`src/rtl/ps2_pkg.sv`:
```
// Shared types and constants for the PS/2 keyboard receiver.
package ps2_pkg;

    typedef enum logic [1:0] {IDLE, DATA, PARITY, STOP} ps2_state_e;

    typedef enum logic [1:0] {
        ERR_NONE    = 2'd0,
        ERR_PARITY  = 2'd1,
        ERR_STOP    = 2'd2,
        ERR_TIMEOUT = 2'd3
    } ps2_err_e;

    localparam logic [7:0] PS2_PFX_EXT = 8'hE0;
    localparam logic [7:0] PS2_PFX_BRK = 8'hF0;
    localparam int         PS2_KEY_W   = 10;

    typedef struct packed {
        logic       ext;
        logic       brk;
        logic [7:0] code;
    } ps2_key_t;

    function automatic logic odd_parity_ok(input logic [7:0] b, input logic p);
        return ^{b, p};
    endfunction

endpackage

```
`src/rtl/ps2_line_filter.sv`:
```
// Synchroniser + persistence filter for one raw PS/2 line, with a falling-edge strobe
// on the filtered level.
module ps2_line_filter
    import ps2_pkg::*;
#(
    parameter int SYNC_STAGES = 2,
    parameter int FILTER_LEN  = 8
) (
    input  logic clk,
    input  logic rst_n,
    input  logic raw_i,
    output logic level_o,
    output logic fall_o
);

    localparam int              FW   = $clog2(FILTER_LEN + 1);
    localparam logic [FW-1:0]   LAST = FW'(FILTER_LEN - 1);

    logic [SYNC_STAGES-1:0] sync_q, sync_d;
    logic [FW-1:0]          cnt_q, cnt_d;
    logic                   level_q, level_d;
    logic                   fall_q, fall_d;

    always_comb begin
        sync_d  = {sync_q[SYNC_STAGES-2:0], raw_i};
        level_d = level_q;
        cnt_d   = '0;
        // Any sample matching the current level restarts the run.
        if (sync_q[SYNC_STAGES-1] != level_q) begin
            if (cnt_q == LAST) level_d = sync_q[SYNC_STAGES-1];
            else               cnt_d   = cnt_q + 1'b1;
        end
        fall_d = level_q & ~level_d;
    end

    always_ff @(posedge clk or negedge rst_n) begin
        if (!rst_n) begin
            sync_q  <= '1;
            cnt_q   <= '0;
            level_q <= 1'b1;
            fall_q  <= 1'b0;
        end else begin
            sync_q  <= sync_d;
            cnt_q   <= cnt_d;
            level_q <= level_d;
            fall_q  <= fall_d;
        end
    end

    assign level_o = level_q;
    assign fall_o  = fall_q;

endmodule

```
`src/rtl/ps2_key_rx.sv`:
```
// PS/2 keyboard receiver: frame FSM, timeout, event FIFO with valid/ready.
// Define PS2_PREFIX_DECODE_EN to fold E0/F0 prefixes into the ext/brk event bits.
module ps2_key_rx
    import ps2_pkg::*;
#(
    parameter int SYNC_STAGES    = 2,
    parameter int FILTER_LEN     = 8,
    parameter int TIMEOUT_CYCLES = 100000,
    parameter int FIFO_DEPTH     = 8
) (
    input  logic                              i_clk,
    input  logic                              i_rst_n,
    input  logic                              i_ps2_clk,
    input  logic                              i_ps2_data,
    output logic                              o_valid,
    input  logic                              i_ready,
    output logic [PS2_KEY_W-1:0]              o_key,
    output logic [$clog2(FIFO_DEPTH+1)-1:0]   o_count,
    output logic                              o_busy,
    output logic                              o_err,
    output logic [1:0]                        o_err_code,
    output logic                              o_ovf
);

    localparam int            AW       = $clog2(FIFO_DEPTH);
    localparam int            CW       = $clog2(FIFO_DEPTH + 1);
    localparam int            TW       = $clog2(TIMEOUT_CYCLES);
    localparam logic [TW-1:0] TMO_LAST = TW'(TIMEOUT_CYCLES - 1);
    localparam logic [CW-1:0] DEPTH    = CW'(FIFO_DEPTH);

    logic ps2_fall, ps2_data, ps2_clk_lvl, data_fall_unused;

    ps2_line_filter #(.SYNC_STAGES(SYNC_STAGES), .FILTER_LEN(FILTER_LEN)) u_clk_filt (
        .clk(i_clk), .rst_n(i_rst_n), .raw_i(i_ps2_clk), .level_o(ps2_clk_lvl), .fall_o(ps2_fall)
    );
    ps2_line_filter #(.SYNC_STAGES(SYNC_STAGES), .FILTER_LEN(FILTER_LEN)) u_data_filt (
        .clk(i_clk), .rst_n(i_rst_n), .raw_i(i_ps2_data), .level_o(ps2_data), .fall_o(data_fall_unused)
    );

    ps2_state_e                      state_q, state_d;
    logic [2:0]                      idx_q, idx_d;
    logic [7:0]                      byte_q, byte_d;
    logic                            par_q, par_d;
    logic [TW-1:0]                   tmo_q, tmo_d;
    logic                            err_q, err_d;
    ps2_err_e                        err_code_q, err_code_d;
    logic                            ovf_q, ovf_d;
    logic                            good_byte, push, push_ok, pop, full, empty;
    ps2_key_t                        push_key;
    logic [FIFO_DEPTH-1:0][PS2_KEY_W-1:0] mem_q, mem_d;
    logic [CW-1:0]                   wr_ptr_q, wr_ptr_d, rd_ptr_q, rd_ptr_d;

    always_comb begin
        state_d    = state_q;
        idx_d      = idx_q;
        byte_d     = byte_q;
        par_d      = par_q;
        err_d      = 1'b0;
        err_code_d = err_code_q;
        good_byte  = 1'b0;
        if (ps2_fall || state_q == IDLE) tmo_d = '0;
        else if (tmo_q != TMO_LAST)      tmo_d = tmo_q + 1'b1;
        else                             tmo_d = tmo_q;

        if (ps2_fall) begin
            case (state_q)
                IDLE: if (!ps2_data) begin
                    state_d = DATA;
                    idx_d   = 3'd0;
                end
                DATA: begin
                    byte_d[idx_q] = ps2_data;
                    if (idx_q == 3'd7) state_d = PARITY;
                    else               idx_d   = idx_q + 1'b1;
                end
                PARITY: begin
                    par_d   = ps2_data;
                    state_d = STOP;
                end
                STOP: begin
                    state_d = IDLE;
                    if (!odd_parity_ok(byte_q, par_q)) begin
                        err_d      = 1'b1;
                        err_code_d = ERR_PARITY;
                    end else if (!ps2_data) begin
                        err_d      = 1'b1;
                        err_code_d = ERR_STOP;
                    end else begin
                        good_byte = 1'b1;
                    end
                end
                default: state_d = IDLE;
            endcase
        end else if (state_q != IDLE && tmo_q == TMO_LAST) begin
            // A fall in this cycle would have taken the branch above and cleared the timer.
            state_d    = IDLE;
            err_d      = 1'b1;
            err_code_d = ERR_TIMEOUT;
        end
    end

`ifdef PS2_PREFIX_DECODE_EN
    logic ext_q, ext_d, brk_q, brk_d;

    always_comb begin
        ext_d    = ext_q;
        brk_d    = brk_q;
        push     = 1'b0;
        push_key = '{ext: ext_q, brk: brk_q, code: byte_q};
        if (err_d) begin
            ext_d = 1'b0;
            brk_d = 1'b0;
        end else if (good_byte) begin
            if (byte_q == PS2_PFX_EXT)      ext_d = 1'b1;
            else if (byte_q == PS2_PFX_BRK) brk_d = 1'b1;
            else begin
                push  = 1'b1;
                ext_d = 1'b0;
                brk_d = 1'b0;
            end
        end
    end

    always_ff @(posedge i_clk or negedge i_rst_n) begin
        if (!i_rst_n) begin
            ext_q <= 1'b0;
            brk_q <= 1'b0;
        end else begin
            ext_q <= ext_d;
            brk_q <= brk_d;
        end
    end
`else
    assign push     = good_byte;
    assign push_key = '{ext: 1'b0, brk: 1'b0, code: byte_q};
`endif

    always_comb begin
        empty    = (wr_ptr_q == rd_ptr_q);
        full     = ((wr_ptr_q - rd_ptr_q) == DEPTH);
        pop      = !empty && i_ready;
        // A pop in the same cycle frees the slot, so a full FIFO still accepts.
        push_ok  = push && (!full || pop);
        ovf_d    = push && full && !pop;
        mem_d    = mem_q;
        if (push_ok) mem_d[wr_ptr_q[AW-1:0]] = push_key;
        wr_ptr_d = wr_ptr_q + CW'(push_ok);
        rd_ptr_d = rd_ptr_q + CW'(pop);
    end

    always_ff @(posedge i_clk or negedge i_rst_n) begin
        if (!i_rst_n) begin
            state_q    <= IDLE;
            idx_q      <= '0;
            byte_q     <= '0;
            par_q      <= 1'b0;
            tmo_q      <= '0;
            err_q      <= 1'b0;
            err_code_q <= ERR_NONE;
            ovf_q      <= 1'b0;
            mem_q      <= '0;
            wr_ptr_q   <= '0;
            rd_ptr_q   <= '0;
        end else begin
            state_q    <= state_d;
            idx_q      <= idx_d;
            byte_q     <= byte_d;
            par_q      <= par_d;
            tmo_q      <= tmo_d;
            err_q      <= err_d;
            err_code_q <= err_code_d;
            ovf_q      <= ovf_d;
            mem_q      <= mem_d;
            wr_ptr_q   <= wr_ptr_d;
            rd_ptr_q   <= rd_ptr_d;
        end
    end

    assign o_valid    = !empty;
    assign o_key      = mem_q[rd_ptr_q[AW-1:0]];
    assign o_count    = wr_ptr_q - rd_ptr_q;
    assign o_busy     = (state_q != IDLE);
    assign o_err      = err_q;
    assign o_err_code = err_code_q;
    assign o_ovf      = ovf_q;

endmodule

```
`config.mk`:
```
export PLATFORM = sky130hd
export DESIGN_NAME = ps2_key_rx
export DESIGN_NICKNAME = d
export VERILOG_FILES = /design/src/rtl/ps2_pkg.sv /design/src/rtl/ps2_line_filter.sv /design/src/rtl/ps2_key_rx.sv
export SDC_FILE = /design/constraint.sdc
export NUM_CORES = 1
export LEC_CHECK = 0
export ABC_AREA = 0
export CAP_MARGIN = 15
export CORE_MARGIN = 8
export CORE_UTILIZATION = 40
export DETAILED_ROUTE_END_ITERATION = 6
export PLACE_DENSITY = 0.53
export SETUP_SLACK_MARGIN = 0.4
export SYNTH_ARGS = -nofsm -noshare
export SYNTH_HDL_FRONTEND = slang
export SYNTH_HIERARCHICAL = 1
export SYNTH_SLANG_ARGS = --single-unit
```
`constraint.sdc`:
```
create_clock -name i_clk -period 5.2 [get_ports i_clk]
set_clock_uncertainty 0.1 [all_clocks]
set_input_delay 0.78 -clock i_clk [delete_from_list [all_inputs] [get_ports i_clk]]
set_output_delay 0.78 -clock i_clk [all_outputs]
set_load 0.01 [all_outputs]
```
==> flow_metrics.tcl <==
set metrics [dict create \
    totalWireLength_mm 11.5 \
    die_h_um 137 \
    htree_levels 4 \
    crit_chain "clkinv_1 > ha_1 > nand2_1 > or3_4 > a2111o_1 > nor3_4 > nor2_1 > ha_1 > ha_1 > xor2_1" \
    io_buffers 22 \
    post-route-period-util_pct 71.3 \
    required_ns 5.39 \
    cp-start-kind "flip-flop" \
    drc 0 \
    path_clk_slew_ns 0.06 \
    netlist_area_mm2 0.00590 \
    crit_type "reg2reg" \
    area_delta_synth_final_pct 16.2 \
    clock-sinks 122 \
    setup_viol 0 \
    critPathMostFrequentCell "ha_1" \
    worstMarginPinSlew_ns 1.01 \
    pre_cts_ws_ns 1.46 \
    grt_busiest_layer "met2" \
    grt_pass1_wl_mm 19.3 \
    fin_tns_setup_ns 0 \
    vias 3513 \
    grt_max_degree 80 \
    fin_crit_ns 3.71 \
    maxSlewViolCount 0 \
    die_w_um 137 \
    row_count 44 \
    critical_path.top_delay_family "simple AND/OR/NAND/NOR gates" \
    path_max_fanout 11 \
    track_usage_pct 13.4 \
    p_per_area_mw_per_mm2 325 \
    use_met3_pct 3.83 \
    die_area_mm2 0.0189 \
    dpl_cell_area_mm2 0.00629 \
    fp.coreArea_mm2 0.0145 \
    slew_headroom_pct 32.9 \
    max_freq_ghz 0.270 \
    drt_iter0_drc 126 \
    vdd_drop_max_uv 234 \
    ctsHoldBuffers 0 \
    antenna_found_initial 0 \
    diodes 0 \
    synth_warnings 6 \
    fillerInstances 1311 \
    use_met1_pct 17.7 \
    cp_num_buf_inv 1 \
    root_buffer "clkbuf_16" \
    io_pins 25 \
    firstDrtPassIters 4 \
    cts_tree "done" \
    dp_hpwl_mm 7.61 \
    cts_buffers 17 \
    cts_post_setup_buffers_inserted 0 \
    clk_path_buf_depth 2 \
    via_per_inst 5.17 \
    end_kind "flip-flop" \
    layout.nets 505 \
    first_global_vias 3694 \
    total_power_w 0.00223 \
    synth.avg_cell_area_um2 12.9 \
    cap_violations 0 \
    status "complete, no violations" \
    leakagePower_nw 3.08 \
    cpPeakStageDelay_ns 0.67 \
    grt_util_met2_pct 20.3 \
    syn_inst 457 \
    routedWlPerCell_um 16.9 \
    finalHoldViolCount 0 \
    design_area_mm2 0.00686 \
    fin_hold_ws_ns 0.255 \
    cpMaxStageDelayCell "nor3_4" \
    start_util_pct 40.7 \
    post_route_cells_drive_above_1_share_pct 28.4 \
    holdCritPathClass "reg2reg" \
    cts.repair.resized 0 \
    rsz0062_at_grt "false" \
    ant_nets 0 \
    fin_ws_ns 1.49 \
    arrival_ns 3.90 \
    grt_overflow_total 0 \
    worstSkewPairLatency_ns 0.41 \
    routabilityCongestion 0.759 \
]
flip-flops by register name (all words and copies together), names as in the netlist, 3 cells and up:
signal,count
rd_ptr_q,4
u_data_filt/cnt_q,4
tmo_q,17
mem_q,64
idx_q,3
u_clk_filt/cnt_q,4
byte_q,8
wr_ptr_q,4
worst register-to-register path: stages, from the launching register on:
cell	delay, ns
dfrtp_1	0.55
clkinv_1	0.32
ha_1	0.42
nand2_1	0.06
or3_4	0.33
a2111o_1	0.47
nor3_4	0.67
nor2_1	0.12
ha_1	0.23
ha_1	0.19
xor2_1	0.14
per-layer routing:
layer	up-vias	routed length, um
li1	1680	-
met1	1782	5490
met2	39	5420
met3	12	411
met4	0	148
met5	-	0
cell usage in the layout (no fill, tap or decap), types with 8 or more instances in the layout:
cell	n
clkbuf_16	17
clkdlybuf4s50_1	21
dfrtp_1	116
ha_1	16
inv_1	12
mux2_2	64
mux4_2	16
nand2_1	44
nand3_1	8
nor2_1	27
o21ai_0	12
xnor2_1	18
xor2_1	14
report_power, final:
| group | total [W] | internal (W) | leakage (nW) | switching (W) |
|---|---|---|---|---|
| Clock | 0.00112 | 0.000715 | 0.286 | 0.000406 |
| Sequential | 0.00101 | 0.000984 | 1.68 | 0.0000282 |
| Combinational | 0.0000937 | 0.0000404 | 1.12 | 0.0000532 |
final timing paths:
check	from	end	slack, ns	depth (start not counted)
max in group asynchronous	i_rst_n	u_clk_filt/sync_q[0]	3.40	2
min	u_clk_filt/sync_q[0]	u_clk_filt/sync_q[1]	0.26	0
min reg2reg	u_clk_filt/sync_q[0]	u_clk_filt/sync_q[1]	0.26	0
max reg2reg	rd_ptr_q[2]	wr_ptr_q[2]	1.49	10
min in group asynchronous	i_rst_n	mem_q[56]	0.43	1
max	rd_ptr_q[2]	wr_ptr_q[2]	1.49	10
stage by stage:
stage	utilization, %	cells
after floorplan	-	458
after global placement	43.4	648
after detailed placement	43.4	648
after CTS	47.3	680
after global routing	47.3	680
final	47.3	680
final cells by class:
cell class / count / area [um2] / share of cell area (%)
clock inverter: 8 / 67.6 / 0.986
inverter: 15 / 56.3 / 0.821
clock buffer: 24 / 502 / 7.32
tap: 184 / 230 / 3.36
timing repair buffer: 25 / 240 / 3.50
multi-input combinational: 302 / 2700 / 39.4
sequential: 122 / 3060 / 44.6
Power figures use the tool's default switching activity.
